<file path="src/rtl/seven_segment_pkg.sv">
// Shared types and constants for the seven-segment scanner: scan states,
// active-low segment patterns ordered {g,f,e,d,c,b,a}, and the anode-off value.
package seven_segment_pkg;

  typedef enum logic [2:0] {
    BLANK,
    D0,
    D1,
    D2,
    D3
  } scanState_t;

  localparam logic [6:0] SEG_0     = 7'b1000000;
  localparam logic [6:0] SEG_1     = 7'b1111001;
  localparam logic [6:0] SEG_2     = 7'b0100100;
  localparam logic [6:0] SEG_3     = 7'b0110000;
  localparam logic [6:0] SEG_4     = 7'b0011001;
  localparam logic [6:0] SEG_5     = 7'b0010010;
  localparam logic [6:0] SEG_6     = 7'b0000010;
  localparam logic [6:0] SEG_7     = 7'b1111000;
  localparam logic [6:0] SEG_8     = 7'b0000000;
  localparam logic [6:0] SEG_9     = 7'b0010000;
  localparam logic [6:0] SEG_DASH  = 7'b0111111;
  localparam logic [6:0] SEG_BLANK = 7'b1111111;

  localparam logic [3:0] ANODE_OFF = 4'b1111;

  // Digit position driven in each scan state; BLANK never lights anything,
  // so its index is irrelevant.
  function automatic logic [1:0] slotIndex(input scanState_t s);
    case (s)
      D1:      slotIndex = 2'd1;
      D2:      slotIndex = 2'd2;
      D3:      slotIndex = 2'd3;
      default: slotIndex = 2'd0;
    endcase
  endfunction

endpackage

</file>
<file path="src/rtl/bcd_to_segment.sv">
// Combinational BCD to active-low seven-segment decoder; codes A-F show a dash.
module bcd_to_segment
  import seven_segment_pkg::*;
(
  input  logic [3:0] bcd,
  output logic [6:0] segment
);

  always_comb begin
    segment = SEG_DASH;
    case (bcd)
      4'd0:    segment = SEG_0;
      4'd1:    segment = SEG_1;
      4'd2:    segment = SEG_2;
      4'd3:    segment = SEG_3;
      4'd4:    segment = SEG_4;
      4'd5:    segment = SEG_5;
      4'd6:    segment = SEG_6;
      4'd7:    segment = SEG_7;
      4'd8:    segment = SEG_8;
      4'd9:    segment = SEG_9;
      default: segment = SEG_DASH;
    endcase
  end

endmodule

</file>
<file path="src/rtl/seven_segment_scanner.sv">
// Four-digit multiplexed seven-segment driver with per-frame snapshot and registered outputs.
// Optional leading-zero blanking is enabled by defining LEADING_ZERO_BLANK_EN.
module seven_segment_scanner
  import seven_segment_pkg::*;
#(
  parameter int CounterWidth = 17,
  parameter int RefreshTime  = 100000
) (
  input  logic        Clk,
  input  logic        Reset,
  input  logic [15:0] DataIn,
  input  logic [3:0]  DigitEnable,
  output logic [3:0]  Anode,
  output logic [6:0]  Segment,
  output logic        Frame
);

  localparam logic [CounterWidth-1:0] LastCount = CounterWidth'(RefreshTime - 1);

  logic [CounterWidth-1:0] prescaler;
  logic                    tick;
  scanState_t              state, nextState;
  logic                    loadSnap;
  logic [15:0]             snapData, nextSnapData;
  logic [3:0]              snapEnable, nextSnapEnable;
  logic [3:0]              litMask;
  logic [1:0]              slot;
  logic [3:0]              nibble;
  logic [6:0]              decoded;
  logic [3:0]              nextAnode;
  logic [6:0]              nextSegment;

  assign tick = (prescaler == LastCount);

  always_ff @(posedge Clk or posedge Reset) begin
    if (Reset) begin
      prescaler <= '0;
    end else if (tick) begin
      prescaler <= '0;
    end else begin
      prescaler <= prescaler + CounterWidth'(1);
    end
  end

  always_ff @(posedge Clk or posedge Reset) begin
    if (Reset) begin
      state <= BLANK;
    end else begin
      state <= nextState;
    end
  end

  always_comb begin
    nextState = state;
    loadSnap  = 1'b0;
    if (tick) begin
      case (state)
        BLANK, D3: begin
          nextState = D0;
          loadSnap  = 1'b1;
        end
        D0:      nextState = D1;
        D1:      nextState = D2;
        D2:      nextState = D3;
        default: nextState = BLANK;
      endcase
    end
  end

  // Outputs are computed from the post-edge snapshot so that the digit shown on
  // entry to D0 already comes from the freshly captured data.
  always_comb begin
    nextSnapData   = loadSnap ? DataIn : snapData;
    nextSnapEnable = loadSnap ? DigitEnable : snapEnable;
    litMask        = nextSnapEnable;
`ifdef LEADING_ZERO_BLANK_EN
    if (nextSnapData[15:12] == 4'd0) litMask[3] = 1'b0;
    if (nextSnapData[15:8]  == 8'd0) litMask[2] = 1'b0;
    if (nextSnapData[15:4]  == 12'd0) litMask[1] = 1'b0;
`endif
  end

  always_comb begin
    slot = slotIndex(nextState);
    case (slot)
      2'd1:    nibble = nextSnapData[7:4];
      2'd2:    nibble = nextSnapData[11:8];
      2'd3:    nibble = nextSnapData[15:12];
      default: nibble = nextSnapData[3:0];
    endcase
  end

  bcd_to_segment decoder (
    .bcd     (nibble),
    .segment (decoded)
  );

  always_comb begin
    nextAnode   = ANODE_OFF;
    nextSegment = SEG_BLANK;
    if (nextState != BLANK && litMask[slot]) begin
      nextAnode   = ~(4'b0001 << slot);
      nextSegment = decoded;
    end
  end

  always_ff @(posedge Clk or posedge Reset) begin
    if (Reset) begin
      snapData   <= '0;
      snapEnable <= '0;
      Anode      <= ANODE_OFF;
      Segment    <= SEG_BLANK;
      Frame      <= 1'b0;
    end else begin
      snapData   <= nextSnapData;
      snapEnable <= nextSnapEnable;
      Anode      <= nextAnode;
      Segment    <= nextSegment;
      Frame      <= loadSnap;
    end
  end

endmodule
</file>
<file path="config.mk">
export PLATFORM = sky130hd
export DESIGN_NAME = seven_segment_scanner
export DESIGN_NICKNAME = d
export VERILOG_FILES = /design/src/rtl/seven_segment_pkg.sv /design/src/rtl/bcd_to_segment.sv /design/src/rtl/seven_segment_scanner.sv
export SDC_FILE = /design/constraint.sdc
export NUM_CORES = 1
export LEC_CHECK = 0
export CAP_MARGIN = 25
export CORE_ASPECT_RATIO = 0.7
export CORE_MARGIN = 5
export CORE_UTILIZATION = 57
export CTS_BUF_LIST = sky130_fd_sc_hd__clkbuf_2 sky130_fd_sc_hd__clkbuf_4 sky130_fd_sc_hd__clkbuf_8
export CTS_CLUSTER_DIAMETER = 200
export DETAILED_ROUTE_END_ITERATION = 6
export PLACE_DENSITY = 0.82
export SYNTH_ARGS = -nofsm -noshare
export SYNTH_HDL_FRONTEND = slang
export SYNTH_SLANG_ARGS = --single-unit
</file>
<file path="constraint.sdc">
create_clock -name Clk -period 4.4 [get_ports Clk]
set_input_delay 0.66 -clock Clk [delete_from_list [all_inputs] [get_ports Clk]]
set_output_delay 0.66 -clock Clk [all_outputs]
set_load 0.01 [all_outputs]
</file>
After elaboration in Yosys (flattened, before gate mapping)

Memories as Yosys holds them, arrays and structs flattened.
Index checks and enable logic that the tools add are counted.
Widths: inputs -> output; s select.

Bits in registers: 52
ROM bits: 112
Input port bits: 22
Word-level logic and storage cells: 40
Memories: 1

Memories:

| name            | words | bits a word | rd ports | clocked after memory_dff | write ports | RTL line             | source |
|---|---|---|---|---|---|---|---|
| (no name shown) | 16    | 7           | 1        | 0                        | 0           | bcd_to_segment.sv:11 | `case (bcd)` |

$add $sub $neg: 1
Magnitude comparators: 1
Equal/unequal tests: 11
Shifts and indexed selects: 1
Muxes and demuxes: 13
Bitwise operators: 1
Reductions and logical operators: 4

Operator list:

| cell                  | number |
|---|---|
| $add 17x1->17 const B | 1 |
| $eq 17x17->1 const B  | 1 |
| $mux 17               | 1 |
| $mux 16               | 1 |
| $eq 3x2->1 const B    | 4 |
| $pmux 3 s4            | 1 |
| $pmux 4 s3            | 1 |
| $mux 4                | 2 |
| $mux 7                | 1 |
| $eq 3x3->1 const B    | 2 |
| $pmux 2 s3            | 1 |
| $eq 2x2->1 const B    | 2 |
| $not 4->4             | 1 |
| $shl 1x2->4 const A   | 1 |
| $eq 3x1->1 const B    | 1 |
| $logic_not 3->1       | 1 |
| $lt 2x3->1 const B    | 1 |
| $mux 1                | 3 |
| $mux 3                | 1 |
| $reduce_bool 3->1     | 1 |
| $bmux 1 s2            | 1 |
| $eq 2x1->1 const B    | 1 |
| $reduce_or 2->1       | 1 |
| $logic_and 1x1->1     | 1 |

Logic depth before layout (Yosys ltp)

Word-level depth: 10
Mapped depth: 13

Cells and area by module

A second synthesis with hierarchy kept.

Cells, all modules: 277
Area total of the unflattened synthesis: 2812.7 um^2

Modules (own cells, without submodules):

| module                | instances | cells each | area each (um^2) | seq. area each (um^2) |
|---|---|---|---|---|
| seven_segment_scanner | 1         | 246        | 2572.5           | 1315.0 |
| bcd_to_segment        | 1         | 31         | 240.2            | 0.0 |

Worst setup path after synthesis

No wires, ideal clock.

Path kind: register to register
From: reg prescaler[11]
To: reg Segment[5]
Setup time: 97 ps
Arrival time: 3009 ps
Path slack: 1294 ps
Stages on the path, launching flop included: 11
Clock period less this slack: 3106 ps
Path through: dfrtp_1 or4_1 or4_1 buf_2 nor3_4 mux2_2 o32ai_1 inv_1 ha_1 nor3_1 o31ai_1

Elaborated cells between the ends (all ways): 19

RTL lines:

| item                     | RTL line                     | source |
|---|---|---|
| start: declaration       | seven_segment_scanner.sv:20  | `logic [CounterWidth-1:0] prescaler;` |
| start signal: assignment | seven_segment_scanner.sv:41  | `prescaler <= prescaler + CounterWidth'(1);` |
| $eq 17x17->1             | seven_segment_scanner.sv:33  | `assign tick = (prescaler == LastCount);` |
| $mux 1                   | seven_segment_scanner.sv:56  | `if (tick) begin` |
| $mux 16                  | seven_segment_scanner.sv:73  | `nextSnapData = loadSnap ? DataIn : snapData;` |
| via nextSnapData[1]      | seven_segment_scanner.sv:24  | `logic [15:0] snapData, nextSnapData;` |
| $pmux 4 s3               | seven_segment_scanner.sv:85  | `case (slot)` |
| $mem_v2 16x7             | --                           |  |
| $mux 7                   | seven_segment_scanner.sv:101 | `if (nextState != BLANK && litMask[slot]) begin` |
| via nextSegment[5]       | seven_segment_scanner.sv:31  | `logic [6:0] nextSegment;` |
| end signal: assignment   | seven_segment_scanner.sv:118 | `Segment <= nextSegment;` |
| end: declaration         | seven_segment_scanner.sv:14  | `output logic [6:0] Segment,` |

The timed path passes the listed nets, and every way through them passes these cells. The select of a mux whose other input is x is not followed.

Worst setup path in the final report

From: reg prescaler[0]
To: reg Segment[5]

The elaborated chain is that of the path after synthesis.

==> metrics.cfg <==
[grt]
antenna_found_initial = 0
grt_pass1_wl_mm = 9.487
overflow = 0
grt_max_degree = 28
grt_pass1_vias = 1941
grt_use_total_pct = 19.32

[clock_network]
cts_buffers = 5
cts_setup_buffers = 0
clockBufferDepth = 2
cts_root_buffer = clkbuf_8
post_cts_resized = 0
htree_num_levels = 2
ctsHoldBuffers = 0
tritoncts = done
clk_pin_slew_ps = 90
clk_latency_ps = 300
cts.sinks = 52

[detailed_routing]
num_vias = 2121
drtIter0Drc = 129
drt-total-wl_mm = 5.732
ant_nets = 0
drt-vias-per-instance = 6.077
dr.pass1.iters = 5
wl_per_cell_um = 16.42
drc = 0

[synth]
ys.warnings.count = 0
synth_edf_count = 0
synth.distinct_cells = 52
yosysMostFrequentCell = dfrtp_1
ys_async_sr_fraction_pct = 100.0
ys_ff_latch = 52
netlist_area_um2 = 2739
netlist_top_cells_area = dfrtp_1 (37%), dfstp_2 (11%), mux2_2 (7.0%)
synthTopCellsByCount = dfrtp_1 (41), nor2_1 (21), nand3_1 (19)
synth-main-ff-cell = dfrtp_1
yosysSeqAreaShare_pct = 48.01
synth_top_area_share_pct = 37.46
syn-instance-count = 260
syn_area_per_cell_um2 = 10.53
synth_fp_nets = 289
synth_top_cell_by_area = dfrtp_1

[timing]
relSlewSlack_pct = 48.86
timing.fmax_mhz = 272.0
rsz0062_at_grt = no
period_needed_ps = 3677
finClkSkew_ps = 5.857
hold_viol = 0
slew_violations = 0
setup_violations = 0
min_period_over_period_pct = 83.57
tightest_slew_ps = 767.2
fin_setup_tns_ps = 0

[placed_design]
place_congestion = 0.9256
hpwl_mm = 4.288
portBuffers = 33
placedCellCount = 341

[worst_setup_path]
crit_family = simple AND/OR/NAND/NOR gates
worstRegToRegCells = 10
timing.critical_path.buf_inv = 1
cpPeakStageDelay_ps = 790
required_ps = 4620
cpMostUsedCell = ha_1
critical_path.cell_chain = ha_1 -> nand4_1 -> or4_1 -> nor3_4 -> mux2_2 -> o32ai_1 -> inv_1 -> ha_1 -> nor3_1 -> o31ai_1
worstPathArrival_ps = 3890
crit_fanout = 10
cp.depth = 10
cp_slowest_cell = or4_1
path_class = reg -> reg
ff2ff_setup_slack_ps = 720
cp-end-kind = register
start_kind = register

[hold_path]
hold-path-cell-count = 1
hold_class = reg -> reg

[die]
start_util_pct = 58.23
die_x_um = 92.85
fp.dieArea_um2 = 6313
die_h_um = 68.00
num_rows = 21
io_pins = 34
core_area_um2 = 4703

[job]
maxCapViolCount = 0

[status]
outcome = complete, no violations

[final_layout]
syn_to_final_growth_pct = 19.46
final_cells = 349
diodes = 0
nets = 320
drive_gt1_share_pct = 16.10

[pwr]
powerDensity_nw_per_um2 = 289.5
power_leakage_uw = 0.001410
irDropWorstVdd_v = 0.0001736

[area by class of cell]
type	count	area, µm²
well taps	57	71.32
multi-input cells	184	1316
inverters	12	45.04
repair buffers	36	365.4
clock inverters	3	90.09
flip-flops and latches	52	1315
clock buffers	5	68.82
fillers	345	1431
[sequential cells by signal, indices dropped and copies added, names as in the netlist]
name        flops
Anode           4
Frame           1
Segment         7
prescaler      17
snapData       16
snapEnable      4
state           3
[where the power goes]
part           leakage (µW)  internal (µW)  switching, µW
combinational      0.000668           18.1           11.6
sequential         0.000664            478              0
clock             0.0000784            284            155
total               0.00141            780            167
[worst register-to-register path, stage by stage, from the launching register on]
cell	delay [ps]
dfrtp_1	390
ha_1	220
nand4_1	300
or4_1	790
nor3_4	320
mux2_2	400
o32ai_1	390
inv_1	230
ha_1	260
nor3_1	180
o31ai_1	100
[worst paths after layout]
path | start | end
worst min-delay path | prescaler[0] | prescaler[0]
min in group asynchronous | Reset | prescaler[13]
worst min register to register | prescaler[0] | prescaler[0]
max in group asynchronous | Reset | Anode[2]
worst max register to register | prescaler[0] | Segment[5]
worst max-delay path | prescaler[0] | Segment[5]
[layer usage]
| layer | global-route usage (%) | routed length [µm] | vias to the layer above | share of wire (%) |
|---|---|---|---|---|
| met5 | 0 | 0 | - | 0 |
| met3 | 5.714 | 506 | 11 | 8.8 |
| li1 | - | - | 997 | - |
| met2 | 28.52 | 2400 | 90 | 42 |
| met4 | 4.205 | 57 | 0 | 0.99 |
| met1 | 28.30 | 2766 | 1023 | 48 |
[placed cells by master, fill, tap and decap left out, types with 5 or more instances in the layout]
cell / count
dfrtp_1: 41
clkdlybuf4s50_1: 33
nor2_1: 21
nand3_1: 19
mux2_2: 17
nand2_1: 14
dfstp_2: 11
inv_1: 11
nor3_1: 10
o21ai_0: 8
mux2i_1: 8
xor2_1: 7
xnor2_1: 7
ha_1: 7
nand4_1: 6
a21oi_1: 6
clkbuf_8: 5
[stage by stage]
step	worst slack (ps)	total power (µW)	hold slack, ps	cell area (µm²)	utilization (%)
finish	723.1	947.4	493.6	3272	69.57
floorplan	1294	494.2	425.3	2739	-
global route	422.8	976.3	538.4	3272	69.57
global placement	925.9	515.3	461.7	3093	65.76
CTS	766.4	957.9	498.9	3272	69.57
detailed placement	808.0	517.6	485.4	3113	66.19
[logic make-up after synthesis]
| kind of cell | after synthesis | share of synthesized area (%) |
|---|---|---|
| AND/OR/NAND/NOR | 96 | 19.32 |
| multiplexers | 25 | 9.913 |
| adder cells (fa/ha/maj) | 7 | 3.198 |
| XOR/XNOR | 14 | 4.477 |
| AO/OA/AOI/OAI | 42 | 11.15 |
| flip-flops | 52 | 48.01 |
| buffers and inverters | 24 | 3.929 |
Note: power is estimated with default switching activity, not from simulation.
